===== src/rtl/melody_sequencer.sv =====
// Melody sequencer: plays a fixed 16-entry note ROM as a square-wave tone with loop/stop control.
// Optional feature: define MELODY_GAP_EN to insert GAP_TICKS silent ticks after every note.
module melody_sequencer #(
    parameter logic [27:0] TICK_DIV  = 28'd5000000,
    parameter logic [3:0]  GAP_TICKS = 4'd1
) (
    input  logic       clock_in,
    input  logic       reset,
    input  logic       start,
    input  logic       stop,
    input  logic       loop,
    output logic       clock_out,
    output logic [2:0] note_idx,
    output logic [3:0] step,
    output logic       busy,
    output logic       done
);

`ifdef MELODY_GAP_EN
    typedef enum logic [1:0] {IDLE = 2'd0, PLAY = 2'd1, GAP = 2'd2} state_t;
`else
    typedef enum logic [1:0] {IDLE = 2'd0, PLAY = 2'd1} state_t;
`endif

    function automatic logic [27:0] note_div(input logic [2:0] n);
        logic [27:0] d;
        case (n)
            3'd0:    d = 28'd191205;
            3'd1:    d = 28'd170265;
            3'd2:    d = 28'd151685;
            3'd3:    d = 28'd143172;
            3'd4:    d = 28'd127551;
            3'd5:    d = 28'd113636;
            3'd6:    d = 28'd101239;
            3'd7:    d = 28'd95602;
            default: d = 28'd191205;
        endcase
        return d;
    endfunction

    // Entry layout {rest, note[2:0], dur[3:0]}; a zero duration marks the end of the melody.
    function automatic logic [7:0] melody_rom(input logic [3:0] s);
        logic [7:0] e;
        case (s)
            4'd0:    e = 8'h02;
            4'd1:    e = 8'h12;
            4'd2:    e = 8'h22;
            4'd3:    e = 8'h32;
            4'd4:    e = 8'h42;
            4'd5:    e = 8'h52;
            4'd6:    e = 8'h62;
            4'd7:    e = 8'h72;
            4'd8:    e = 8'h84;
            default: e = 8'h80;
        endcase
        return e;
    endfunction

    state_t      state_r, state_nx_s;
    logic [3:0]  step_r, step_nx_s;
    logic [27:0] tick_r, tick_nx_s;
    logic [3:0]  tcnt_r, tcnt_nx_s;
    logic [27:0] tone_r, tone_nx_s;

    logic        clock_out_r, busy_r, done_r;
    logic [2:0]  note_idx_r;
    logic        clock_out_nx_s, busy_nx_s, done_nx_s;
    logic [2:0]  note_idx_nx_s;

    logic [7:0]  entry_s, entry_nx_s;
    logic [3:0]  dur_s;
    logic [27:0] div_s, div_nx_s;
    logic        tick_last_s, note_end_s;

    assign entry_s     = melody_rom(step_r);
    assign dur_s       = entry_s[3:0];
    assign div_s       = note_div(entry_s[6:4]);
    assign tick_last_s = (tick_r == (TICK_DIV - 28'd1));
    assign note_end_s  = tick_last_s && (({1'b0, tcnt_r} + 5'd1) >= {1'b0, dur_s});

`ifdef MELODY_GAP_EN
    logic gap_end_s;
    assign gap_end_s = tick_last_s && (({1'b0, tcnt_r} + 5'd1) >= {1'b0, GAP_TICKS});
`else
    logic [3:0] gap_cfg_unused_s;
    assign gap_cfg_unused_s = GAP_TICKS;
`endif

    // State register and registered outputs.
    always_ff @(posedge clock_in) begin
        if (reset) begin
            state_r     <= IDLE;
            step_r      <= 4'd0;
            tick_r      <= 28'd0;
            tcnt_r      <= 4'd0;
            tone_r      <= 28'd0;
            clock_out_r <= 1'b0;
            note_idx_r  <= 3'd0;
            busy_r      <= 1'b0;
            done_r      <= 1'b0;
        end else begin
            state_r     <= state_nx_s;
            step_r      <= step_nx_s;
            tick_r      <= tick_nx_s;
            tcnt_r      <= tcnt_nx_s;
            tone_r      <= tone_nx_s;
            clock_out_r <= clock_out_nx_s;
            note_idx_r  <= note_idx_nx_s;
            busy_r      <= busy_nx_s;
            done_r      <= done_nx_s;
        end
    end

    // Next-state logic; counters clear by default so every entry to PLAY/GAP starts from zero.
    always_comb begin
        state_nx_s = state_r;
        step_nx_s  = step_r;
        tick_nx_s  = 28'd0;
        tcnt_nx_s  = 4'd0;
        tone_nx_s  = 28'd0;
        if (stop) begin
            state_nx_s = IDLE;
            step_nx_s  = 4'd0;
        end else begin
            case (state_r)
                IDLE: begin
                    step_nx_s = 4'd0;
                    if (start) begin
                        state_nx_s = PLAY;
                    end else begin
                        state_nx_s = IDLE;
                    end
                end
                PLAY: begin
                    if (dur_s == 4'd0) begin
                        state_nx_s = loop ? PLAY : IDLE;
                        step_nx_s  = 4'd0;
                    end else if (note_end_s) begin
`ifdef MELODY_GAP_EN
                        state_nx_s = GAP;
`else
                        step_nx_s  = step_r + 4'd1;
`endif
                    end else begin
                        tick_nx_s = tick_last_s ? 28'd0 : (tick_r + 28'd1);
                        tcnt_nx_s = tick_last_s ? (tcnt_r + 4'd1) : tcnt_r;
                        tone_nx_s = (tone_r >= (div_s - 28'd1)) ? 28'd0 : (tone_r + 28'd1);
                    end
                end
`ifdef MELODY_GAP_EN
                GAP: begin
                    if (gap_end_s) begin
                        state_nx_s = PLAY;
                        step_nx_s  = step_r + 4'd1;
                    end else begin
                        tick_nx_s = tick_last_s ? 28'd0 : (tick_r + 28'd1);
                        tcnt_nx_s = tick_last_s ? (tcnt_r + 4'd1) : tcnt_r;
                    end
                end
`endif
                default: begin
                    state_nx_s = IDLE;
                    step_nx_s  = 4'd0;
                end
            endcase
        end
    end

    assign entry_nx_s = melody_rom(step_nx_s);
    assign div_nx_s   = note_div(entry_nx_s[6:4]);

    // Output values for the coming cycle, derived from the next state so registering adds no latency.
    always_comb begin
        busy_nx_s      = (state_nx_s != IDLE);
        done_nx_s      = (state_nx_s == PLAY) && (entry_nx_s[3:0] == 4'd0);
        note_idx_nx_s  = entry_nx_s[6:4];
        clock_out_nx_s = (state_nx_s == PLAY) && !entry_nx_s[7] && (entry_nx_s[3:0] != 4'd0)
                         && (tone_nx_s < {1'b0, div_nx_s[27:1]});
    end

    assign clock_out = clock_out_r;
    assign note_idx  = note_idx_r;
    assign step      = step_r;
    assign busy      = busy_r;
    assign done      = done_r;

endmodule


===== config.mk =====
export PLATFORM = sky130hd
export DESIGN_NAME = melody_sequencer
export DESIGN_NICKNAME = d
export VERILOG_FILES = /design/src/rtl/melody_sequencer.sv
export SDC_FILE = /design/constraint.sdc
export NUM_CORES = 1
export LEC_CHECK = 0
export CORE_MARGIN = 2
export CORE_UTILIZATION = 40
export DETAILED_ROUTE_END_ITERATION = 16
export GPL_ROUTABILITY_DRIVEN = 0
export PLACE_DENSITY_LB_ADDON = 0.08
export SETUP_SLACK_MARGIN = 0.15
export SKIP_LAST_GASP = 1
export SYNTH_ARGS = -nofsm -noshare
export SYNTH_HDL_FRONTEND = slang
export SYNTH_SLANG_ARGS = --single-unit

===== constraint.sdc =====
create_clock -name clock_in -period 4.6 [get_ports clock_in]
set_clock_uncertainty 0.2 [all_clocks]
set_input_delay 0.92 -clock clock_in [delete_from_list [all_inputs] [get_ports clock_in]]
set_output_delay 0.92 -clock clock_in [all_outputs]
set_load 0.02 [all_outputs]

# Word-level counts from Yosys, hierarchy flattened
# Memory sizes are Yosys's and may differ from the RTL's. A register that Yosys moved wholly into a read port is not among the register bits.
# Cells that the tools add are included.
[classes]
n_addsub = 6
n_lt_le_gt_ge = 3
eq_ne = 3
n_mux = 15
bitwise_logic = 1
reduce_logical = 13
[ops]
columns = ["cell", "n"]
rows = [
  ["28-bit 2-to-1 mux", 5],
  ["28-bit by 1-bit adder with 28-bit output, second input constant", 2],
  ["28-bit by 23-bit equality test with 1-bit output, second input constant", 1],
  ["28-bit greater-or-equal comparator", 1],
  ["28-bit by 27-bit less-than comparator with 1-bit output", 1],
  ["28-bit by 1-bit subtractor with 28-bit output, second input constant", 1],
  ["4-bit 2-to-1 mux", 5],
  ["4-bit by 1-bit adder with 4-bit output, second input constant", 2],
  ["4-bit logical NOT", 2],
  ["6-bit OR reduction", 1],
  ["4-bit by 1-bit adder with 5-bit output, second input constant", 1],
  ["5-bit by 4-bit greater-or-equal comparator with 1-bit output", 1],
  ["1-bit logical AND", 5],
  ["5-bit OR reduction", 1],
  ["2-bit by 1-bit equality test with 1-bit output, second input constant", 2],
  ["2-bit 2-to-1 mux", 2],
  ["2-bit one-hot mux with 2 select lines", 1],
  ["4-bit nonzero test", 1],
  ["2-bit logical NOT", 1],
  ["1-bit 2-to-1 mux", 2],
  ["2-bit nonzero test", 1],
  ["1-bit logical NOT", 1],
  ["1-bit NOT", 1],
]
[word_totals]
ff_bits = 72
mem_bits_ro = 480
output_inout_bits = 10
word_cells = 54
n_memories = 4
[memory_table]
columns = ["memory", "words", "word_bits", "read_ports", "rd_clocked_by_memory_dff", "wr", "line_no", "rtl"]
rows = [
  ["(no name shown)", 8, 18, 1, 0, 0, "27", "case (n)"],
  ["(no name shown)", 8, 18, 1, 0, 0, "27", ""],
  ["(no name shown)", 16, 6, 1, 0, 0, "44", "case (s)"],
  ["(no name shown)", 16, 6, 1, 1, 0, "44", ""],
]

# Longest topological paths before layout
# An unclocked memory read counts as a cell.
[logic_depth]
depth_word = 12
depth_mapped = 26

# Worst setup path before layout
# Ideal clock, no wire load.
[synth_path]
kind = "reg2reg"
start = "reg, netlist name entry_s[6]"
end = "reg clock_out_r (netlist: clock_out)"
t_arrival_ns = 4.360
path_slack_ns = -0.063
stages_incl_launch_ff = 25
path_buffers = 4
synth_period_minus_slack_ns = 4.663
cell_sequence = "dfxtp_1 > clkbuf_1 > clkbuf_1 > nand2_1 > o21ai_0 > ha_1 > nand3_1 > nor2_1 > xor2_1 > ha_1 > nand2_1 > nor3_1 > a21oi_1 > o21ai_0 > a31o_1 > buf_6 > clkbuf_1 > nor2_1 > ha_1 > a21o_1 > a21o_1 > a221o_1 > a31oi_1 > o311ai_1 > a2111oi_2"
[synth_between]
elab_chain_len = 10
[synth_rtl]
columns = ["element", "line_no", "rtl"]
rows = [
  ["memory read 8 x 18 bit", "-", ""],
  ["28-bit by 1-bit subtractor with 28-bit output", "147", "tone_nx_s = (tone_r >= (div_s - 28'd1)) ? 28'd0 : (tone_r + 28'd1);"],
  ["28-bit greater-or-equal comparator", "147", ""],
  ["28-bit 2-to-1 mux", "147", ""],
  ["28-bit 2-to-1 mux", "138", "end else if (note_end_s) begin"],
  ["28-bit 2-to-1 mux", "135", "if (dur_s == 4'd0) begin"],
  ["28-bit 2-to-1 mux", "125", "case (state_r)"],
  ["28-bit 2-to-1 mux", "121", "if (stop) begin"],
  ["via tone_nx_s[2]", "63", "logic [27:0] tone_r, tone_nx_s;"],
  ["28-bit by 27-bit less-than comparator with 1-bit output", "178", "&& (tone_nx_s < {1'b0, div_nx_s[27:1]});"],
  ["1-bit logical AND", "178", ""],
  ["to (signal assigned)", "107", "clock_out_r <= clock_out_nx_s;"],
  ["to (decl)", "65", "logic clock_out_r, busy_r, done_r;"],
]
# The timed path passes the listed nets, and every way through them passes these cells.
# A chain may end at the register's enable or synchronous reset.

# Final worst setup path
[layout_path]
start = "reg tcnt_r[1]"
end = "reg clock_out_r (netlist: clock_out)"
[layout_rtl]
columns = ["element", "line_no", "rtl"]
rows = [
  ["from (decl)", "62", "logic [3:0] tcnt_r, tcnt_nx_s;"],
  ["from (signal assigned)", "105", "tcnt_r <= tcnt_nx_s;"],
  ["4-bit by 1-bit adder with 5-bit output", "79", "assign note_end_s = tick_last_s && (({1'b0, tcnt_r} + 5'd1) >= {1'b0, dur_s});"],
  ["5-bit by 4-bit greater-or-equal comparator with 1-bit output", "79", ""],
  ["1-bit logical AND", "79", ""],
  ["4-bit 2-to-1 mux", "138", ""],
  ["4-bit 2-to-1 mux", "135", ""],
  ["4-bit 2-to-1 mux", "125", ""],
  ["4-bit 2-to-1 mux", "121", ""],
  ["memory read 16 x 6 bit", "-", ""],
  ["via entry_nx_s[5]", "70", "logic [7:0] entry_s, entry_nx_s;"],
  ["memory read 8 x 18 bit", "-", ""],
  ["28-bit by 27-bit less-than comparator with 1-bit output", "178", ""],
  ["1-bit logical AND", "178", ""],
]
# The timed path passes the listed nets, and every way through them passes these cells.

==> metrics.md <==
| Metric | Value |
|---|---|
| Overall power | `1.40 mW` |
| Synthesis warning total | `0` |
| Crit path kind | `register to register` |
| Final Cycle Share | `a little under 100%` |
| Hold Vio Cnt, Final | `0` |
| Dominant synthesized flop cell | `dfxtp_1` |
| Global-route wire length before repair | `19.5 mm` |
| Top-level port count | `15` |
| Largest stage delay on the critical path | `0.39 ns` |
| Diode count | `0` |
| Non-filler cells, final | `804` |
| Overall Global Routing Usage | `18.7%` |
| Nets@finish | `714` |
| Top post-synthesis cells by area | `dfxtp_1, ha_1, nor2_1` |
| CTS buffer count | `9` |
| Crit start category | `register` |
| Cell area after placement | `5390 µm²` |
| Power Dens Cells | `226 nW/µm²` |
| Total core area | `12000 µm²` |
| Seq/Total Area, Yosys | `31.4%` |
| Critical-path cell list | `ha_4 -> inv_1 -> ha_1 -> a21bo_2 -> a21o_1 -> o2111ai_4 -> or3_4 -> a21oi_4 -> nand2b_4 -> inv_1 -> ha_2 -> nand2_1 -> o21ai_1 -> ha_1 -> nand4_1 -> nor3_2 -> a221o_1 -> a31oi_1 -> o311ai_1 -> a2111oi_2` |
| CTS clk-pin slew, worst paths | `roughly 0.06 ns` |
| Hold Crit Class | `register to register` |
| Post-synth top area share | `31.4%` |
| Area grow syn2layout | `25.8%` |
| # placed instances | `779` |
| Minimum clock period | `4.47 ns` |
| Post-Syn Area | `4900 µm²` |
| Total number of vias | `4259` |
| Internal power | `1.10 mW` |
| DRC Markers | `0` |
| Clock share of power | `50.7%` |
| NetSw | `0.298 mW` |
| Mapped Avg Cell Area | `about 8 µm²` |
| Pin count of the biggest net entering global routing | `29` |
| TritonCTS clock tree | `done` |
| Hold slack | `0.286 ns` |
| # clock sinks | `77` |
| Cells after synthesis | `605` |
| CP required | `between 4 and 5 ns` |
| Slew Limit Headroom | `36.3%` |
| #FFs+latches synth | `77` |
| Cts hold-fix bufs | `0` |
| Worst Path Max Fanout | `5` |
| RSZ-0062 raised after global routing | `yes` |
| Fin util | `51.4%` |
| Status | `finished, final reports clean` |
| Routed WL per cell | `14.8 µm` |
| Sequential Power Share | `47.8%` |
| Clock latency on the worst-skew pair | `0.33 ns` |
| Root buf cell | `clkbuf_16` |
| CP Capture Type | `register` |
| Initial antenna violation count | `1` |
| Pleak | `between 2 and 2.5 nW` |
| Max Clk Rate | `224 MHz` |
| Clock buffer depth | `2` |
| Synth top cells by count | `nor2_1, dfxtp_1, nand2_1` |
| H-tree Lvls | `3` |
| Worst Max-Slew Pin Slew | `0.955 ns` |
| Final slew viol count | `0` |
| Comb power frac | `1.5%` |
| Die area | `13200 µm²` |
| Peak VDD IR | `174 µV` |
| MaxCap Viol Count | `0` |
| Vias in the first global route | `4043` |
| Port Buf Inserts | `14` |
| Vias per cell | `about 5.3` |
| Row cnt | `40` |
| First drt pass iteration count | `4` |
| Post-Route WL | `about 12 mm` |
| Die height | `115 µm` |
| Fraction of layout cells with a size suffix above 1 | `18.4%` |
| Grt ovf | `0` |
| Post-synth ARST share | `0%` |
| Most common cell in the netlist | `nor2_1` |
| Die extent in x | `115 µm` |
| Final setup viols | `0` |
| DR iter-0 viols | `192` |
| Arrival @ worst endpoint | `roughly 4.5 ns` |
| Distinct cells, synth | `58` |
| Sw Ratio | `between 20% and 30%` |
| Post-synth top area cell | `dfxtp_1` |
| Post-DP HPWL | `8.80 mm` |
| Fin area | `roughly 6200 µm²` |
| CP max-delay cell | `or3_4` |
| Number of nets still failing antenna checks after routing | `0` |
| Number of synthesized flops with an enable pin | `0` |
| Starting Density | `a little over 40%` |
==> sequential cells by signal, summed over array words and instances (netlist names) <==
signal and flops:
busy 1, done 1, clock_out 1, tick_r 28, entry_s 5, step 4
state_r 2, tone_r 28, tcnt_r 4, note_idx 3
==> logic make-up after synthesis <==
| logic type | after synthesis | share of synthesized area, % |
|---|---|---|
| and+or+nand+nor | 287 | 28.7 |
| buffers and inverters | 38 | 3.29 |
| xor gates and xnor gates | 59 | 10.5 |
| DFF | 77 | 31.4 |
| muxes | 3 | 0.638 |
| AOI/OAI and AO/OA | 82 | 10.7 |
| adders and majority gates | 57 | 14.5 |
| other | 2 | 0.153 |
==> stage by stage <==
| step | setup WS [ns] | setup TNS, ns |
|---|---|---|
| floorplan | 0.159 | 0 |
| global placement | -0.0412 | -0.0412 |
| detailed placement | -0.0791 | -0.0791 |
| CTS | 0.153 | 0 |
| global route | -0.0852 | -0.0852 |
| finish | 0.134 | 0 |
==> metal layers <==
| metal | routed length (µm) | global-route usage, % | share of wire (%) | up-vias |
|---|---|---|---|---|
| met5 | 0 | 0 | 0 | - |
| met4 | 68 | 5.30 | 0.57 | 0 |
| met3 | 531 | 3.32 | 4.5 | 4 |
| met2 | 5620 | 30.7 | 47 | 65 |
| met1 | 5680 | 25.3 | 48 | 1985 |
| li1 | - | - | - | 2205 |
==> timing repair <==
action / 4_1_cts / 5_1_grt
gates resized for setup: 13 / 77
cloned: 0 / 2
buffers inserted: 2 / 5
endpoints found under the setup margin: 1 / 1
pin swaps: 3 / 35
==> placed cells by master (no fill, tap or decap), types with 4 or more instances in the layout <==
master           Yosys  routed
conb_1               2       6
ha_4                 0      13
ha_1                57      40
and3_1              14      14
o21ai_1              1       8
clkbuf_16            0      11
nor2_1              92      79
nor4_1               6       6
nor2_2               0       5
buf_6                2       4
nand2_1             65      61
nand4_1             11      11
nor2_4               0       8
ha_2                 0       4
xnor2_1             24      24
a21oi_1             23      20
dfxtp_1             77      73
clkdlybuf4s50_1      0      14
nor4b_1              4       4
o21ai_0             23      14
nand3_1             29      28
a21o_1               7       7
xor2_1              35      35
a31oi_1              5       4
and4_1               6       6
inv_1               16      13
nor2b_1              5       5
a211o_1              4       4
nor3_1              30      28
buf_4                0      31
or3_1                5       4
==> critical path: cells and delay by family, from the launching register on <==
| family | cells | cell delay, ns |
|---|---|---|
| AO/OA/AOI/OAI | 9 | 1.79 |
| adder cells (fa/ha/maj) | 4 | 1.04 |
| AND/OR/NAND/NOR | 5 | 0.88 |
| flip-flops | 1 | 0.34 |
| buffers and inverters | 2 | 0.12 |
==> cell type report <==
type	count	area (µm²)
sequential	77	1550
fill	1146	5840
multi-input combinational	494	3570
clock inverter	7	73.8
inverter	18	78.8
timing repair buffer	52	488
clock buffer	9	225
tap	147	184
==> power groups by stage <==
stage | logic [mW] | registers [mW] | clock network (mW)
final | 0.0203 | 0.668 | 0.709
after global routing | 0.0229 | 0.667 | 0.760
after CTS | 0.0188 | 0.669 | 0.733
after detailed placement | 0.0187 | 0.684 | 0
after global placement | 0.0184 | 0.684 | 0
after floorplan | 0.00968 | 0.684 | 0
==> path summary, 6_finish.rpt <==
| path | from | to | slack, ns | cells past startpoint |
|---|---|---|---|---|
| min | tick_r[0] | tick_r[0] | 0.29 | 1 |
| max | tcnt_r[1] | clock_out | 0.13 | 20 |
| min reg2reg | tick_r[0] | tick_r[0] | 0.29 | 1 |
| max reg2reg | tcnt_r[1] | clock_out | 0.13 | 20 |
Note: power is estimated with default switching activity, not from simulation.
